<file path="src/rtl/data_memory_ctrl.sv">
// ---------------------------------------------------------------------------
// data_memory_ctrl
//
// Single-port data memory for the core's load/store path.
//   - Synchronous read with one cycle of latency and a registered result.
//   - Byte-lane write strobes. Lanes with a strobe of 0 keep their old byte.
//   - Selectable read-during-write behaviour for a read and a write to the
//     same word in the same cycle.
//   - A built-in clear sequencer zero-fills the array after reset, or when
//     mem_clear is requested. Accesses are only accepted while 'ready' is high.
// The default parameters give the 8-bit x 256 map and timing of the original
// 8-bit data memory.
//
// Parameters
//   DATA_W    word width in bits (multiple of 8)
//   ADDR_W    address width, DEPTH = 2**ADDR_W words
//   RDW_MODE  same-address read during write: 0 = new data, 1 = old data
//
// Ports
//   clk          in   clock, rising edge
//   rst          in   asynchronous active-high reset
//   mem_read     in   read request, taken when ready = 1
//   mem_write    in   write request, taken when ready = 1
//   mem_clear    in   request a zero-fill of the whole array
//   addr         in   word address for read and write
//   wdata        in   write data
//   wstrb        in   byte-lane write enables, bit i covers wdata[8i+7:8i]
//   rdata        out  registered read data
//   rdata_valid  out  one-cycle pulse when rdata carries a new read result
//   ready        out  high when accesses are accepted, low while clearing
// ---------------------------------------------------------------------------
module data_memory_ctrl #(
  parameter int DATA_W   = 8,
  parameter int ADDR_W   = 8,
  parameter int RDW_MODE = 0
) (
  input  logic                  clk,
  input  logic                  rst,
  input  logic                  mem_read,
  input  logic                  mem_write,
  input  logic                  mem_clear,
  input  logic [ADDR_W-1:0]     addr,
  input  logic [DATA_W-1:0]     wdata,
  input  logic [DATA_W/8-1:0]   wstrb,
  output logic [DATA_W-1:0]     rdata,
  output logic                  rdata_valid,
  output logic                  ready
);

  localparam int LANES = DATA_W / 8;
  localparam int DEPTH = 2 ** ADDR_W;

  typedef enum logic {
    S_CLEAR = 1'b0,
    S_READY = 1'b1
  } state_t;

  state_t              state;
  logic [ADDR_W-1:0]   clr_cnt;
  logic [DATA_W-1:0]   mem [DEPTH];
  logic [DATA_W-1:0]   cur_word;
  logic [DATA_W-1:0]   merged_word;
  logic                do_write;

  // The word at addr, and that word with the strobed lanes replaced by
  // wdata. The merged word is both what a write stores and what a
  // write-first read returns.
  always_comb begin
    cur_word    = mem[addr];
    merged_word = cur_word;
    for (int i = 0; i < LANES; i++) begin
      if (wstrb[i]) begin
        merged_word[8*i +: 8] = wdata[8*i +: 8];
      end
    end
  end

  // A clear request wins over a write that arrives in the same cycle.
  always_comb begin
    do_write = (state == S_READY) && !mem_clear && mem_write;
  end

  // The array itself has no reset. It is zeroed one word per cycle by the
  // clear sequence. Writes are held off while reset is asserted, so that
  // nothing lands in the array during reset.
  always_ff @(posedge clk) begin
    if (!rst) begin
      if (state == S_CLEAR) begin
        mem[clr_cnt] <= '0;
      end else if (do_write) begin
        mem[addr] <= merged_word;
      end
    end
  end

  // Control FSM with registered outputs.
  // CLEAR walks clr_cnt across the whole array. 'ready' rises together with
  // the move to READY, on the edge that writes the last word, so ready
  // comes up exactly DEPTH cycles after the clear starts.
  // In READY, a clear request restarts the sweep and drops any access that
  // arrives with it. rdata holds its value unless a read is accepted.
  always_ff @(posedge clk or posedge rst) begin
    if (rst) begin
      state       <= S_CLEAR;
      clr_cnt     <= '0;
      ready       <= 1'b0;
      rdata       <= '0;
      rdata_valid <= 1'b0;
    end else begin
      rdata_valid <= 1'b0;
      case (state)
        S_CLEAR: begin
          clr_cnt <= clr_cnt + ADDR_W'(1);
          if (clr_cnt == '1) begin
            state <= S_READY;
            ready <= 1'b1;
          end
        end
        S_READY: begin
          if (mem_clear) begin
            state   <= S_CLEAR;
            clr_cnt <= '0;
            ready   <= 1'b0;
          end else if (mem_read) begin
            rdata_valid <= 1'b1;
            if ((RDW_MODE == 0) && mem_write) begin
              rdata <= merged_word;
            end else begin
              rdata <= cur_word;
            end
          end
        end
        default: begin
          state <= S_CLEAR;
        end
      endcase
    end
  end

endmodule

</file>
<file path="config.mk">
export PLATFORM = sky130hd
export DESIGN_NAME = data_memory_ctrl
export DESIGN_NICKNAME = d
export VERILOG_FILES = /design/src/rtl/data_memory_ctrl.sv
export SDC_FILE = /design/constraint.sdc
export NUM_CORES = 2
export LEC_CHECK = 0
export ABC_CLOCK_PERIOD_IN_PS = 16800
export CELL_PAD_IN_SITES_DETAIL_PLACEMENT = 0
export CELL_PAD_IN_SITES_GLOBAL_PLACEMENT = 1
export CORE_UTILIZATION = 35
export CTS_CLUSTER_SIZE = 8
export DETAILED_ROUTE_END_ITERATION = 10
export PLACE_DENSITY_LB_ADDON = 0.1
export SYNTH_ARGS = -nofsm -noshare
export SYNTH_HDL_FRONTEND = slang
export SYNTH_SLANG_ARGS = --single-unit
</file>
<file path="constraint.sdc">
create_clock -name clk -period 16.8 [get_ports clk]
set_clock_uncertainty 0.1 [all_clocks]
set_input_delay 2.52 -clock clk [delete_from_list [all_inputs] [get_ports clk]]
set_output_delay 2.52 -clock clk [all_outputs]
set_load 0.1 [all_outputs]
</file>
**Yosys cells after proc, flatten, opt, wreduce, memory -nomap -nowiden**

Memory sizes are Yosys's and may differ from the RTL's.
Cells that the tools add are included.

- Register bits after elaboration: 19
- Memory bits (writable): 2,048
- Input port bits: 22
- Output and inout bits: 10
- Word-level logic and storage cells: 41
- Memories: 1

- Add/sub/neg operators: 1
- Equal/unequal tests: 3
- Multiplexer cells: 23
- Bitwise gates (word level): 2
- Reduce and logical (&&, ||, !) cells: 6

Memory list:

| name | depth | bits a word | rd ports | clocked after Yosys merged registers in | write ports | RTL line | source |
|---|---|---|---|---|---|---|---|
| mem | 256 | 8 | 1 | 0 | 1 | 60 | `logic [DATA_W-1:0] mem [DEPTH];` |

Operators by type and width:

| operator | count |
|---|---|
| 2-to-1 mux 8 bit | 5 |
| one-hot mux 8 bit (2 select lines) | 1 |
| 2-to-1 mux 1 bit | 15 |
| adder 8 x 1 -> 8 bit, second input constant | 1 |
| equality test 8 bit, second input constant | 1 |
| OR reduction 8 bit | 1 |
| one-hot mux 1 bit (2 select lines) | 2 |
| AND reduction 3 bit | 1 |
| logical AND 1 bit | 2 |
| != test 2 x 1 -> 1 bit, second input constant | 1 |
| != test 2 bit, second input constant | 1 |
| NOT 1 bit | 2 |
| AND reduction 2 bit | 1 |
| zero test 1 bit | 1 |

**Logic depth before layout (Yosys ltp)**

- Depth in word-level cells: 9
- Mapped depth: 15
- Mapped depth without buffers: 8

**Worst setup path before layout**

OpenSTA, ideal clock, no wires.

- Kind: in2reg
- From: input port addr[0]
- To: memory mem[0][1], data pin
- Arrival: 11,345 ps
- Data required time: 15,125 ps
- Slack: 3,781 ps
- Stages: 14
- Buffers on the path: 6
- Path through: buf_6 buf_12 buf_12 buf_12 buf_8 buf_12 mux2i_1 o221ai_1 o22ai_1 o211ai_1 o31ai_1 a221o_1 and3_1 a21oi_1

- Longest elaborated chain between the ends: 3

RTL lines:

| what | RTL line | source |
|---|---|---|
| start: declaration | 42 | `input logic [ADDR_W-1:0] addr,` |
| memory read (256 x 8 bit) | -- |  |
| 2-to-1 mux 8 bit | 72 | `if (wstrb[i]) begin` |
| 2-to-1 mux 8 bit (no line) | -- |  |
| end: declaration | 60 |  |

Every way passes these cells.

**Worst setup path in the final report**

- From: input port addr[0]
- To: memory mem[52][6], data pin

The elaborated chain is that of the path after synthesis.

==> summary.txt <==
First-pass GRT wire length = 334 mm
Area Growth Syn to Fin = 14.6%
CTS tree = built
Max_cap viols = 0
Synth Cell Area = 80600 µm²
Syn avg cell area = 21.8 µm²
Setup TNS = 0 ns
DR pass1 iterations = 6
# resized after CTS = 0
Crit Path Class = in -> reg
VDD IR max = 106 µV
Least-Margin Pin Slew = 1.21 ns
Reg clk slew, reported paths = 0.05 ns
Layout Utilization = 40.5%
Die Width = 482 µm
P_leak = 32.2 nW
Footprint of the multi-input gates = 17400 µm²
Fin. Hold Viols = 0
Io pins = 32
Seq cells post-synth = 2067
Max frequency = 116 MHz
Skew-Pair Late Insertion Delay = 0.92 ns
NumNets Final = 3969
Yosys top cell area share = 76.3%
Delay-heaviest family, CP = buffers and inverters
DP Wirelength = 145 mm
Worst Setup Start Kind = input pin
Gr ovfl total = 0
Gr usage total = 20.7%
Post-synthesis sequential area ratio = 76.9%
Register area = 62000 µm²
Worst-case clock buffer depth = 4
Drt drc = 0
Largest net degree at the start of global routing = 169
RD Place Congestion = 0.820
Final min period = 8.61 ns
M1 GR Usage = 29.3%
Met3 Use GR = 2.97%
Pwr/cell area = 126 nW/µm²
Critical Path RT = 17.27 ns
Top-count cell post-synth = edfxtp_1
Post-synth cell types = 64
Remaining antenna violation count = 0
Top cell by count, worst path = buf_4
Vias in the first global route = 40400
# hold bufs at CTS = 0
Area leader, netlist = edfxtp_1
Post-CTS Setup Repair Bufs = 0
Ys async rst share = 0.919%
Root Driver = clkbuf_16
Final WL = 239 mm
Synth Instances = 3704
Synth top area cells = edfxtp_1 (76%), mux4_2 (15%), nor2_1 (1.3%), mux2i_1 (0.92%), a22oi_1 (0.73%)
Number of synthesized flops with an enable pin = 2048
Core ar. = 228000 µm²
WP buf/inv = 6
Die area = 232000 µm²
Final worst-path cycle share = 51.2%
CP Max Fanout = 93
Busiest grt layer = met2
Initial core utilization = 35.3%
Die height = 482 µm
DR iter-0 viols = 3509
Initial antenna violation count = 9
Vias per Instance = 5.56
H-tree depth = 5
Ys Warns = 0
Total CTS buffers = 308
Most frequent cells after synthesis = edfxtp_1 (2048), mux4_2 (530), nor2_1 (286), nand2_1 (109), clkbuf_1 (91)
CP max stage delay = 0.80 ns
Routed via count = 38800
Clock sink count = 2067
Final setup viols = 0
Fraction of layout cells with a size suffix above 1 = 25.7%
Nature of the critical path endpoint = flop
Per-cell routed wire length = 34.2 µm
M2 GR Usage = 33.3%
Arrival @ worst endpoint = 9.08 ns
Outcome = finished, final reports clean
Critical Path Slowest Stage Cell = buf_4
Fin. max-slew vios = 0
Rel. slew slack = 19.0%
Hold/Removal Path Class = reg -> reg
Num rows = 175
Syn_nets = 3727
PortBufs = 31
Top FF cell, synth = edfxtp_1
RSZ-0062 raised after global routing = false
Worst-path cell chain = buf_8 -> buf_4 -> buf_12 -> buf_4 -> mux4_2 -> mux4_2 -> a22o_1 -> a211oi_1 -> a21o_1 -> nor3_1 -> a21oi_1 -> nor2_4 -> buf_4 -> buf_4
Fillers = 20100
[power by group]
group / leakage [nW] / internal (mW) / switching [mW]
registers: 22.6 / 5.63 / 0.0256
clock network: 3.92 / 3.27 / 2.08
logic: 5.75 / 0.168 / 0.443
[metrics by stage]
stage	hold slack (ns)	cells	setup slack [ns]	instance area, µm²	power, mW
CTS	0.503	6977	8.04	92400	11.7
detailed placement	0.498	6645	7.08	84400	6.37
global placement	0.501	6645	7.15	84400	6.37
global route	0.556	6978	7.68	92400	11.9
floorplan	0.434	3704	3.78	80600	6.09
finish	0.503	6982	8.19	92400	11.6
[worst reg2reg max path: stages (launching register included)]
cell and delay (ns):
edfxtp_1 0.31, mux4_2 0.22, and2_1 0.12, o21ai_0 0.14
a31oi_1 0.56, nor4_1 0.21, a221o_1 0.43, and3_1 0.20
a21oi_4 0.85, buf_4 0.65, buf_4 0.93
[path summary, 6_finish.rpt]
path	start	end	slack, ns	depth (start not counted)
worst min-delay path	clr_cnt[5]	clr_cnt[5]	0.50	1
worst min register to register	clr_cnt[5]	clr_cnt[5]	0.50	1
min in group asynchronous	rst	clr_cnt[2]	2.23	3
worst max register to register	mem[128][1]	mem[58][1]	11.61	10
max in group asynchronous	rst	rdata[5]	14.11	3
worst max-delay path	addr[0]	mem[52][6]	8.19	14
[metal layers]
layer / part of all wire [%] / wire length (µm)
met1: 45 / 108000
met2: 48 / 115000
met3: 4.0 / 9520
met4: 2.6 / 6280
met5: 0 / 0
[cell families after synthesis]
logic type,share of synthesized area (%)
compound gates,2.42
simple gates,2.70
fa+ha+maj,0.0155
xor+xnor,0.0109
buf+inv,1.79
mux,16.2
flops,76.9
[layout by cell type, fill, tap and decap left out, types with 7 or more instances in the layout]
cell type	count
buf_12	8
nand2_1	109
nand3b_1	7
clkbuf_16	315
o21ai_0	30
o211ai_1	10
o22ai_1	10
a21oi_1	54
a22oi_1	78
nand2b_1	10
nand3_2	16
a31oi_1	13
nor2_4	8
mux4_2	530
a32oi_1	7
nor3_1	14
o221ai_1	22
or3_1	9
a22o_1	13
dfrtp_1	19
mux2i_1	74
mux4_1	13
clkbuf_1	10
nor2_1	276
buf_4	111
edfxtp_1	2048
nand3_1	19
clkdlybuf4s50_1	25
nor2b_1	8
[cell type report]
class                   instances  area share [%]
clock inverters                 7          0.0623
well taps                    3009            4.07
diodes                          5          0.0135
multi-input cells            1413            18.8
clock buffers                 325            8.57
flip-flops and latches       2067            67.0
inverters                       8          0.0406
repair buffers                148            1.39
[flip-flops by register name (all words and copies together), names as in the netlist]
name	flops
clr_cnt	8
mem	2048
ready	1
rdata_valid	1
state	1
rdata	8
Note: power is estimated with default switching activity, not from simulation.
